<file path="config.mk">
export PLATFORM = sky130hd
export DESIGN_NAME = iso7816_pps_analyzer
export DESIGN_NICKNAME = d
export VERILOG_FILES = /design/src/rtl/iso7816_pps_analyzer.sv
export SDC_FILE = /design/constraint.sdc
export NUM_CORES = 1
export LEC_CHECK = 0
export CAP_MARGIN = 20
export CORE_ASPECT_RATIO = 1.4
export CORE_MARGIN = 3
export CORE_UTILIZATION = 57
export CTS_CLUSTER_SIZE = 24
export DETAILED_ROUTE_END_ITERATION = 16
export PLACE_DENSITY = 0.82
export SYNTH_ARGS = -nofsm -noshare
export SYNTH_HDL_FRONTEND = slang
export SYNTH_SLANG_ARGS = --single-unit
</file>
<file path="constraint.sdc">
create_clock -name isoClk -period 2.74 [get_ports isoClk]
set_clock_uncertainty 0.05 [all_clocks]
set_input_delay 0.274 -clock isoClk [delete_from_list [all_inputs] [get_ports isoClk]]
set_output_delay 0.274 -clock isoClk [all_outputs]
set_load 0.02 [all_outputs]
</file>
<file path="src/rtl/iso7816_pps_analyzer.sv">
// ISO 7816-3 PPS exchange monitor: parses request/response, reports negotiated Fi/Di/T.
// Optional response timeout enabled by defining PPS_TIMEOUT_EN.
module iso7816_pps_analyzer (
  input  logic        isoClk,
  input  logic        nReset,
  input  logic        restart,
  input  logic        enable,
  input  logic        byteValid,
  input  logic [7:0]  byteData,
  input  logic        byteFromCard,
  input  logic [12:0] cyclesPerEtu,
  output logic        ppsActive,
  output logic        ppsDone,
  output logic        ppsError,
  output logic [2:0]  errCode,
  output logic [3:0]  negFiCode,
  output logic [3:0]  negDiCode,
  output logic [3:0]  negProtocol,
  output logic        fiDiUpdate
);

  typedef enum logic [3:0] {
    S_IDLE,
    S_REQ_PPS0,
    S_REQ_PPS1,
    S_REQ_PPS2,
    S_REQ_PPS3,
    S_REQ_PCK,
    S_RSP_PPSS,
    S_RSP_PPS0,
    S_RSP_PPS1,
    S_RSP_PPS2,
    S_RSP_PPS3,
    S_RSP_PCK,
    S_DONE,
    S_ERROR
  } state_t;

  state_t      r_state;
  state_t      w_next;
  logic [2:0]  w_err;
  logic [7:0]  w_pckNext;
  logic        w_isReq;
  logic        w_isRsp;
  logic        w_timeout;
  logic        w_enterDone;
  logic        w_enterErr;

  logic [7:0]  r_pck;
  logic [3:0]  r_reqT;
  logic [2:0]  r_reqMask;
  logic [7:0]  r_reqPps1;
  logic [7:0]  r_reqPps2;
  logic [7:0]  r_reqPps3;
  logic [2:0]  r_rspMask;
  logic [7:0]  r_rspPps1;
  logic [2:0]  r_errCode;
  logic [3:0]  r_negFi;
  logic [3:0]  r_negDi;
  logic [3:0]  r_negT;
  logic        r_fiDiUpdate;

  // Next present optional byte; mask bit0=PPS1, bit1=PPS2, bit2=PPS3
  function automatic state_t f_req(input logic [2:0] m);
    if (m[0])      f_req = S_REQ_PPS1;
    else if (m[1]) f_req = S_REQ_PPS2;
    else if (m[2]) f_req = S_REQ_PPS3;
    else           f_req = S_REQ_PCK;
  endfunction

  function automatic state_t f_rsp(input logic [2:0] m);
    if (m[0])      f_rsp = S_RSP_PPS1;
    else if (m[1]) f_rsp = S_RSP_PPS2;
    else if (m[2]) f_rsp = S_RSP_PPS3;
    else           f_rsp = S_RSP_PCK;
  endfunction

  assign w_isReq = (r_state == S_REQ_PPS0) || (r_state == S_REQ_PPS1) ||
                   (r_state == S_REQ_PPS2) || (r_state == S_REQ_PPS3) ||
                   (r_state == S_REQ_PCK);
  assign w_isRsp = (r_state == S_RSP_PPSS) || (r_state == S_RSP_PPS0) ||
                   (r_state == S_RSP_PPS1) || (r_state == S_RSP_PPS2) ||
                   (r_state == S_RSP_PPS3) || (r_state == S_RSP_PCK);
  assign w_pckNext = r_pck ^ byteData;

`ifdef PPS_TIMEOUT_EN
  logic [12:0] r_presc;
  logic [13:0] r_etuCnt;
  logic        w_tick;

  assign w_tick = ({1'b0, r_presc} + 14'd1) >= {1'b0, cyclesPerEtu};
  assign w_timeout = w_isRsp && (r_etuCnt == 14'd9600);

  always_ff @(posedge isoClk or negedge nReset) begin
    if (!nReset) begin
      r_presc  <= '0;
      r_etuCnt <= '0;
    end else if (restart) begin
      r_presc  <= '0;
      r_etuCnt <= '0;
    end else begin
      r_presc <= w_tick ? 13'd0 : r_presc + 13'd1;
      if (byteValid || !w_isRsp)
        r_etuCnt <= '0;
      else if (w_tick && r_etuCnt != 14'd9600)
        r_etuCnt <= r_etuCnt + 14'd1;
    end
  end
`else
  logic w_unused;
  assign w_unused  = ^cyclesPerEtu;
  assign w_timeout = 1'b0;
`endif

  always_ff @(posedge isoClk or negedge nReset) begin
    if (!nReset)      r_state <= S_IDLE;
    else if (restart) r_state <= S_IDLE;
    else              r_state <= w_next;
  end

  always_comb begin
    w_next = r_state;
    w_err  = 3'd0;
    if (byteValid) begin
      if (w_isReq && byteFromCard) begin
        w_next = S_ERROR;
        w_err  = 3'd6;
      end else if (w_isRsp && !byteFromCard) begin
        w_next = S_ERROR;
        w_err  = 3'd6;
      end else begin
        case (r_state)
          S_IDLE:
            if (enable && !byteFromCard && byteData == 8'hFF)
              w_next = S_REQ_PPS0;
          S_REQ_PPS0:
            if (byteData[7]) begin
              w_next = S_ERROR;
              w_err  = 3'd1;
            end else begin
              w_next = f_req(byteData[6:4]);
            end
          S_REQ_PPS1: w_next = f_req(r_reqMask & 3'b110);
          S_REQ_PPS2: w_next = f_req(r_reqMask & 3'b100);
          S_REQ_PPS3: w_next = S_REQ_PCK;
          S_REQ_PCK:
            if (w_pckNext != 8'h00) begin
              w_next = S_ERROR;
              w_err  = 3'd2;
            end else begin
              w_next = S_RSP_PPSS;
            end
          S_RSP_PPSS:
            if (byteData != 8'hFF) begin
              w_next = S_ERROR;
              w_err  = 3'd3;
            end else begin
              w_next = S_RSP_PPS0;
            end
          S_RSP_PPS0:
            if (byteData[7] || byteData[3:0] != r_reqT ||
                (|(byteData[6:4] & ~r_reqMask))) begin
              w_next = S_ERROR;
              w_err  = 3'd5;
            end else begin
              w_next = f_rsp(byteData[6:4]);
            end
          S_RSP_PPS1:
            if (byteData != r_reqPps1) begin
              w_next = S_ERROR;
              w_err  = 3'd5;
            end else begin
              w_next = f_rsp(r_rspMask & 3'b110);
            end
          S_RSP_PPS2:
            if (byteData != r_reqPps2) begin
              w_next = S_ERROR;
              w_err  = 3'd5;
            end else begin
              w_next = f_rsp(r_rspMask & 3'b100);
            end
          S_RSP_PPS3:
            if (byteData != r_reqPps3) begin
              w_next = S_ERROR;
              w_err  = 3'd5;
            end else begin
              w_next = S_RSP_PCK;
            end
          S_RSP_PCK:
            if (w_pckNext != 8'h00) begin
              w_next = S_ERROR;
              w_err  = 3'd4;
            end else begin
              w_next = S_DONE;
            end
          default: w_next = r_state;
        endcase
      end
    end else if (w_timeout) begin
      w_next = S_ERROR;
      w_err  = 3'd7;
    end
  end

  assign w_enterDone = (w_next == S_DONE) && (r_state != S_DONE);
  assign w_enterErr  = (w_next == S_ERROR) && (r_state != S_ERROR);

  always_ff @(posedge isoClk or negedge nReset) begin
    if (!nReset) begin
      r_pck        <= '0;
      r_reqT       <= '0;
      r_reqMask    <= '0;
      r_reqPps1    <= '0;
      r_reqPps2    <= '0;
      r_reqPps3    <= '0;
      r_rspMask    <= '0;
      r_rspPps1    <= '0;
      r_errCode    <= '0;
      r_negFi      <= 4'h1;
      r_negDi      <= 4'h1;
      r_negT       <= '0;
      r_fiDiUpdate <= 1'b0;
    end else if (restart) begin
      r_pck        <= '0;
      r_reqT       <= '0;
      r_reqMask    <= '0;
      r_reqPps1    <= '0;
      r_reqPps2    <= '0;
      r_reqPps3    <= '0;
      r_rspMask    <= '0;
      r_rspPps1    <= '0;
      r_errCode    <= '0;
      r_negFi      <= 4'h1;
      r_negDi      <= 4'h1;
      r_negT       <= '0;
      r_fiDiUpdate <= 1'b0;
    end else begin
      r_fiDiUpdate <= w_enterDone;
      if (w_enterErr)
        r_errCode <= w_err;
      if (w_enterDone) begin
        r_negT <= r_reqT;
        if (r_rspMask[0]) begin
          r_negFi <= r_rspPps1[7:4];
          r_negDi <= r_rspPps1[3:0];
        end
      end
      if (byteValid) begin
        case (r_state)
          S_IDLE:
            if (w_next == S_REQ_PPS0)
              r_pck <= 8'hFF;
          S_REQ_PPS0: begin
            r_pck     <= w_pckNext;
            r_reqT    <= byteData[3:0];
            r_reqMask <= byteData[6:4];
          end
          S_REQ_PPS1: begin
            r_pck     <= w_pckNext;
            r_reqPps1 <= byteData;
          end
          S_REQ_PPS2: begin
            r_pck     <= w_pckNext;
            r_reqPps2 <= byteData;
          end
          S_REQ_PPS3: begin
            r_pck     <= w_pckNext;
            r_reqPps3 <= byteData;
          end
          // Response check value restarts from zero and covers its own PPSS
          S_REQ_PCK: r_pck <= 8'h00;
          S_RSP_PPS0: begin
            r_pck     <= w_pckNext;
            r_rspMask <= byteData[6:4];
          end
          S_RSP_PPS1: begin
            r_pck     <= w_pckNext;
            r_rspPps1 <= byteData;
          end
          S_RSP_PPSS, S_RSP_PPS2, S_RSP_PPS3, S_RSP_PCK:
            r_pck <= w_pckNext;
          default: r_pck <= r_pck;
        endcase
      end
    end
  end

  always_comb begin
    ppsActive   = (r_state != S_IDLE) && (r_state != S_DONE) &&
                  (r_state != S_ERROR);
    ppsDone     = (r_state == S_DONE);
    ppsError    = (r_state == S_ERROR);
    errCode     = r_errCode;
    negFiCode   = r_negFi;
    negDiCode   = r_negDi;
    negProtocol = r_negT;
    fiDiUpdate  = r_fiDiUpdate;
  end

endmodule

</file>
==> results.py <==
metrics = {
    "clock_tree": {
        "numCtsBuffers": 9,
        "cts_buffer_depth": 2,
        "cts.reportedPaths.clkPinSlew_ns": 0.09,
        "cts_sinks": 70,
        "hold_buffers": 0,
        "clock_latency_ns": 0.37,
        "cts-root-buf": "clkbuf_8",
        "cts_tree": "done",
        "cts.htree.levels": 3,
    },
    "die": {
        "die_h_um": 109.5,
        "rows": 37,
        "dieArea_mm2": 0.008750,
        "num_io_pins": 46,
        "core_mm2": 0.007407,
        "die_w_um": 79.92,
        "start_util_pct": 58.87,
    },
    "global_route": {
        "grt_max_degree": 71,
        "grt_pass1_wl_mm": 19.09,
        "grt_overflow_total": 0,
        "grt_pass1_vias": 3906,
        "antenna_found_initial": 0,
        "gr-usage-all-layers_pct": 28.27,
    },
    "synth": {
        "synth_area_mm2": 0.004360,
        "synth.yosys.seq_area_share_pct": 40.23,
        "synthTopCellsByArea": "dfrtp_1, mux2i_1, nor2_1, xnor2_1, a21oi_1",
        "netlist_instances": 476,
        "synthDistinctLibCells": 70,
        "synth.net_count": 503,
        "yosys_most_used_dff": "dfrtp_1",
        "synth_top_area_share_pct": 39.02,
        "synth_seq_cells": 70,
        "synth_edf_count": 0,
        "synthArstFlopShare_pct": 100.0,
        "avgSynthCellArea_um2": 9.161,
        "synth_area_leader_cell": "dfrtp_1",
        "yosysWarnings": 0,
    },
    "routing": {
        "vias_per_cell": 5.998,
        "wl_per_cell_um": 18.02,
        "firstDrtPassIters": 5,
        "vias": 3971,
        "drt-initial-drc-count": 389,
        "drc": 0,
        "ant_nets": 0,
        "wirelength_mm": 11.93,
    },
    "finish": {
        "final_common_cell": "nor2_1",
        "final_cell_mix": "nor2_1, buf_4, dfrtp_1",
        "area_growth_pct": 24.13,
        "final_nets": 587,
        "antenna_cells": 0,
        "seq_area_mm2": 0.001757,
        "utilization_pct": 73.07,
        "stdcell_area_mm2": 0.005413,
        "multi_input_area_mm2": 0.002356,
        "fillCellCount": 538,
        "layout-drive-gt1-share_pct": 21.95,
        "instances_no_fill": 662,
    },
    "setup_path": {
        "crit_path_top_delay_cell": "or4_4",
        "cp_cell_sequence": "buf_12 -> o21ai_0 -> mux2_2 -> o22ai_2 -> or4_4 -> o22ai_1 -> a211o_1 -> buf_12 -> o21ai_0 -> a21oi_1",
        "crit_path_end_kind": "register",
        "cp_slowest_stage_delay_ns": 0.57,
        "criticalPathCategory": "register to register",
        "start_kind": "register",
        "cp.required_ns": 2.97,
        "cp.arrival_ns": 2.89,
        "crit_fanout": 13,
    },
    "placed_design": {
        "portBuffers": 32,
        "post-dp-hpwl_mm": 8.335,
        "place_congestion": 1.018,
        "place_area_mm2": 0.005139,
        "dp.cells": 643,
    },
    "timing": {
        "final_max_slew_viol_count": 0,
        "fin_crit_sh_pct": 97.08,
        "fmax_mhz": 375.9,
        "fin_crit_ns": 2.660,
        "final-setup-viol-count": 0,
        "worstMarginPinSlew_ns": 0.8893,
        "rsz0062_at_grt": "yes",
        "finalHoldViolCount": 0,
        "max_slew_margin_pct": 40.71,
    },
    "run_status": {
        "status": "finished clean",
    },
    "worst_hold_path": {
        "hold_class": "input pin to asynchronous set/reset pin",
    },
    "flow_run": {
        "cap_violations": 0,
    },
    "pwr": {
        "total_power_mw": 2.965,
        "ir_drop_mv": 0.4296,
        "static-leakage-power_nw": 2.406,
        "p_per_area_mw_per_mm2": 547.8,
    },
}
[routing by layer]
layer  GRT usage, %  up-vias  share of wire [%]
met5              0        -                  0
met4          14.37        0                3.3
met3          4.426       33                5.2
met2          48.46      142                 51
met1          34.13     1943                 41
li1               -     1853                  -
[timing repair]
item                       in CTS  in global routing
buffers inserted                0                  3
resized for setup               1                  6
setup endpoints to repair       1                 23
pin swaps                       0                  4
hold endpoints to repair        0                  0
[cell usage after synthesis (all sizes together) (8+ instances only)]
cell type and n:
nand3 14, mux2i 33, dfrtp 68, nand4 17
clkbuf 12, a21oi 36, inv 11, xor2 8
nor2 83, xnor2 29, nand2 26, buf 21
nor3 12, nand3b 8, o21ai 23
[cells by family (layout without fill, tap and decap cells)]
logic type | after synthesis | in the layout | synth area share [%]
AND/OR/NAND/NOR | 187 | 187 | 22.32
AO/OA/AOI/OAI | 104 | 104 | 15.64
flip-flops | 70 | 70 | 40.23
buffers and inverters | 44 | 133 | 6.370
XOR/XNOR | 37 | 37 | 7.604
multiplexers | 34 | 34 | 7.834
[layout make-up]
cell class | instances | share of cell area, %
Multi-Input combinational cell | 362 | 43.53
Sequential cell | 70 | 32.45
Timing Repair Buffer | 106 | 16.92
Clock buffer | 10 | 2.358
Tap cell | 97 | 2.242
Clock inverter | 6 | 1.734
Inverter | 11 | 0.7628
[registers in the layout (all words and copies together), names as in the netlist]
name         flops
r_pck            8
r_reqPps1        8
r_reqPps2        8
r_reqPps3        8
r_rspPps1        8
negDiCode        4
negFiCode        4
negProtocol      4
r_reqT           4
r_state          4
errCode          3
r_reqMask        3
r_rspMask        3
fiDiUpdate       1
[worst max-delay path, delay by kind of cell, from the launching register on]
family | cells | cell delay, ns
AO/OA/AOI/OAI | 6 | 1.00
AND/OR/NAND/NOR | 1 | 0.57
flip-flops | 1 | 0.45
buffers and inverters | 2 | 0.32
multiplexers | 1 | 0.18
[stage by stage]
| step | setup TNS (ns) | setup slack [ns] | hold slack, ns |
|---|---|---|---|
| floorplan | 0 | 0.3887 | -0.07159 |
| global placement | -3.377 | -0.1831 | 0.4420 |
| detailed placement | -5.506 | -0.2592 | 0.4485 |
| CTS | 0 | 0.005135 | 0.09686 |
| global route | -0.3604 | -0.04621 | 0.1416 |
| finish | 0 | 0.07999 | 0.01967 |
[report_power, final]
part / internal (mW) / total, mW / switching, mW / leakage (nW)
Sequential: 1.09 / 1.15 / 0.0623 / 0.950
Combinational: 0.379 / 0.863 / 0.484 / 1.35
Clock: 0.519 / 0.954 / 0.435 / 0.107
[final timing paths]
| kind | from | to | slack (ns) | cells after the start |
|---|---|---|---|---|
| max in group asynchronous | nReset | r_pck[0] | 1.99 | 2 |
| hold / removal | nReset | r_state[2] | 0.02 | 2 |
| setup reg to reg | r_state[0] | negProtocol[3] | 0.08 | 10 |
| setup / recovery | r_state[0] | negProtocol[3] | 0.08 | 10 |
| min in group isoClk | restart | negFiCode[0] | 0.35 | 3 |
| hold reg to reg | errCode[0] | errCode[0] | 0.46 | 1 |
No activity file was read; power rests on OpenSTA's default activity.
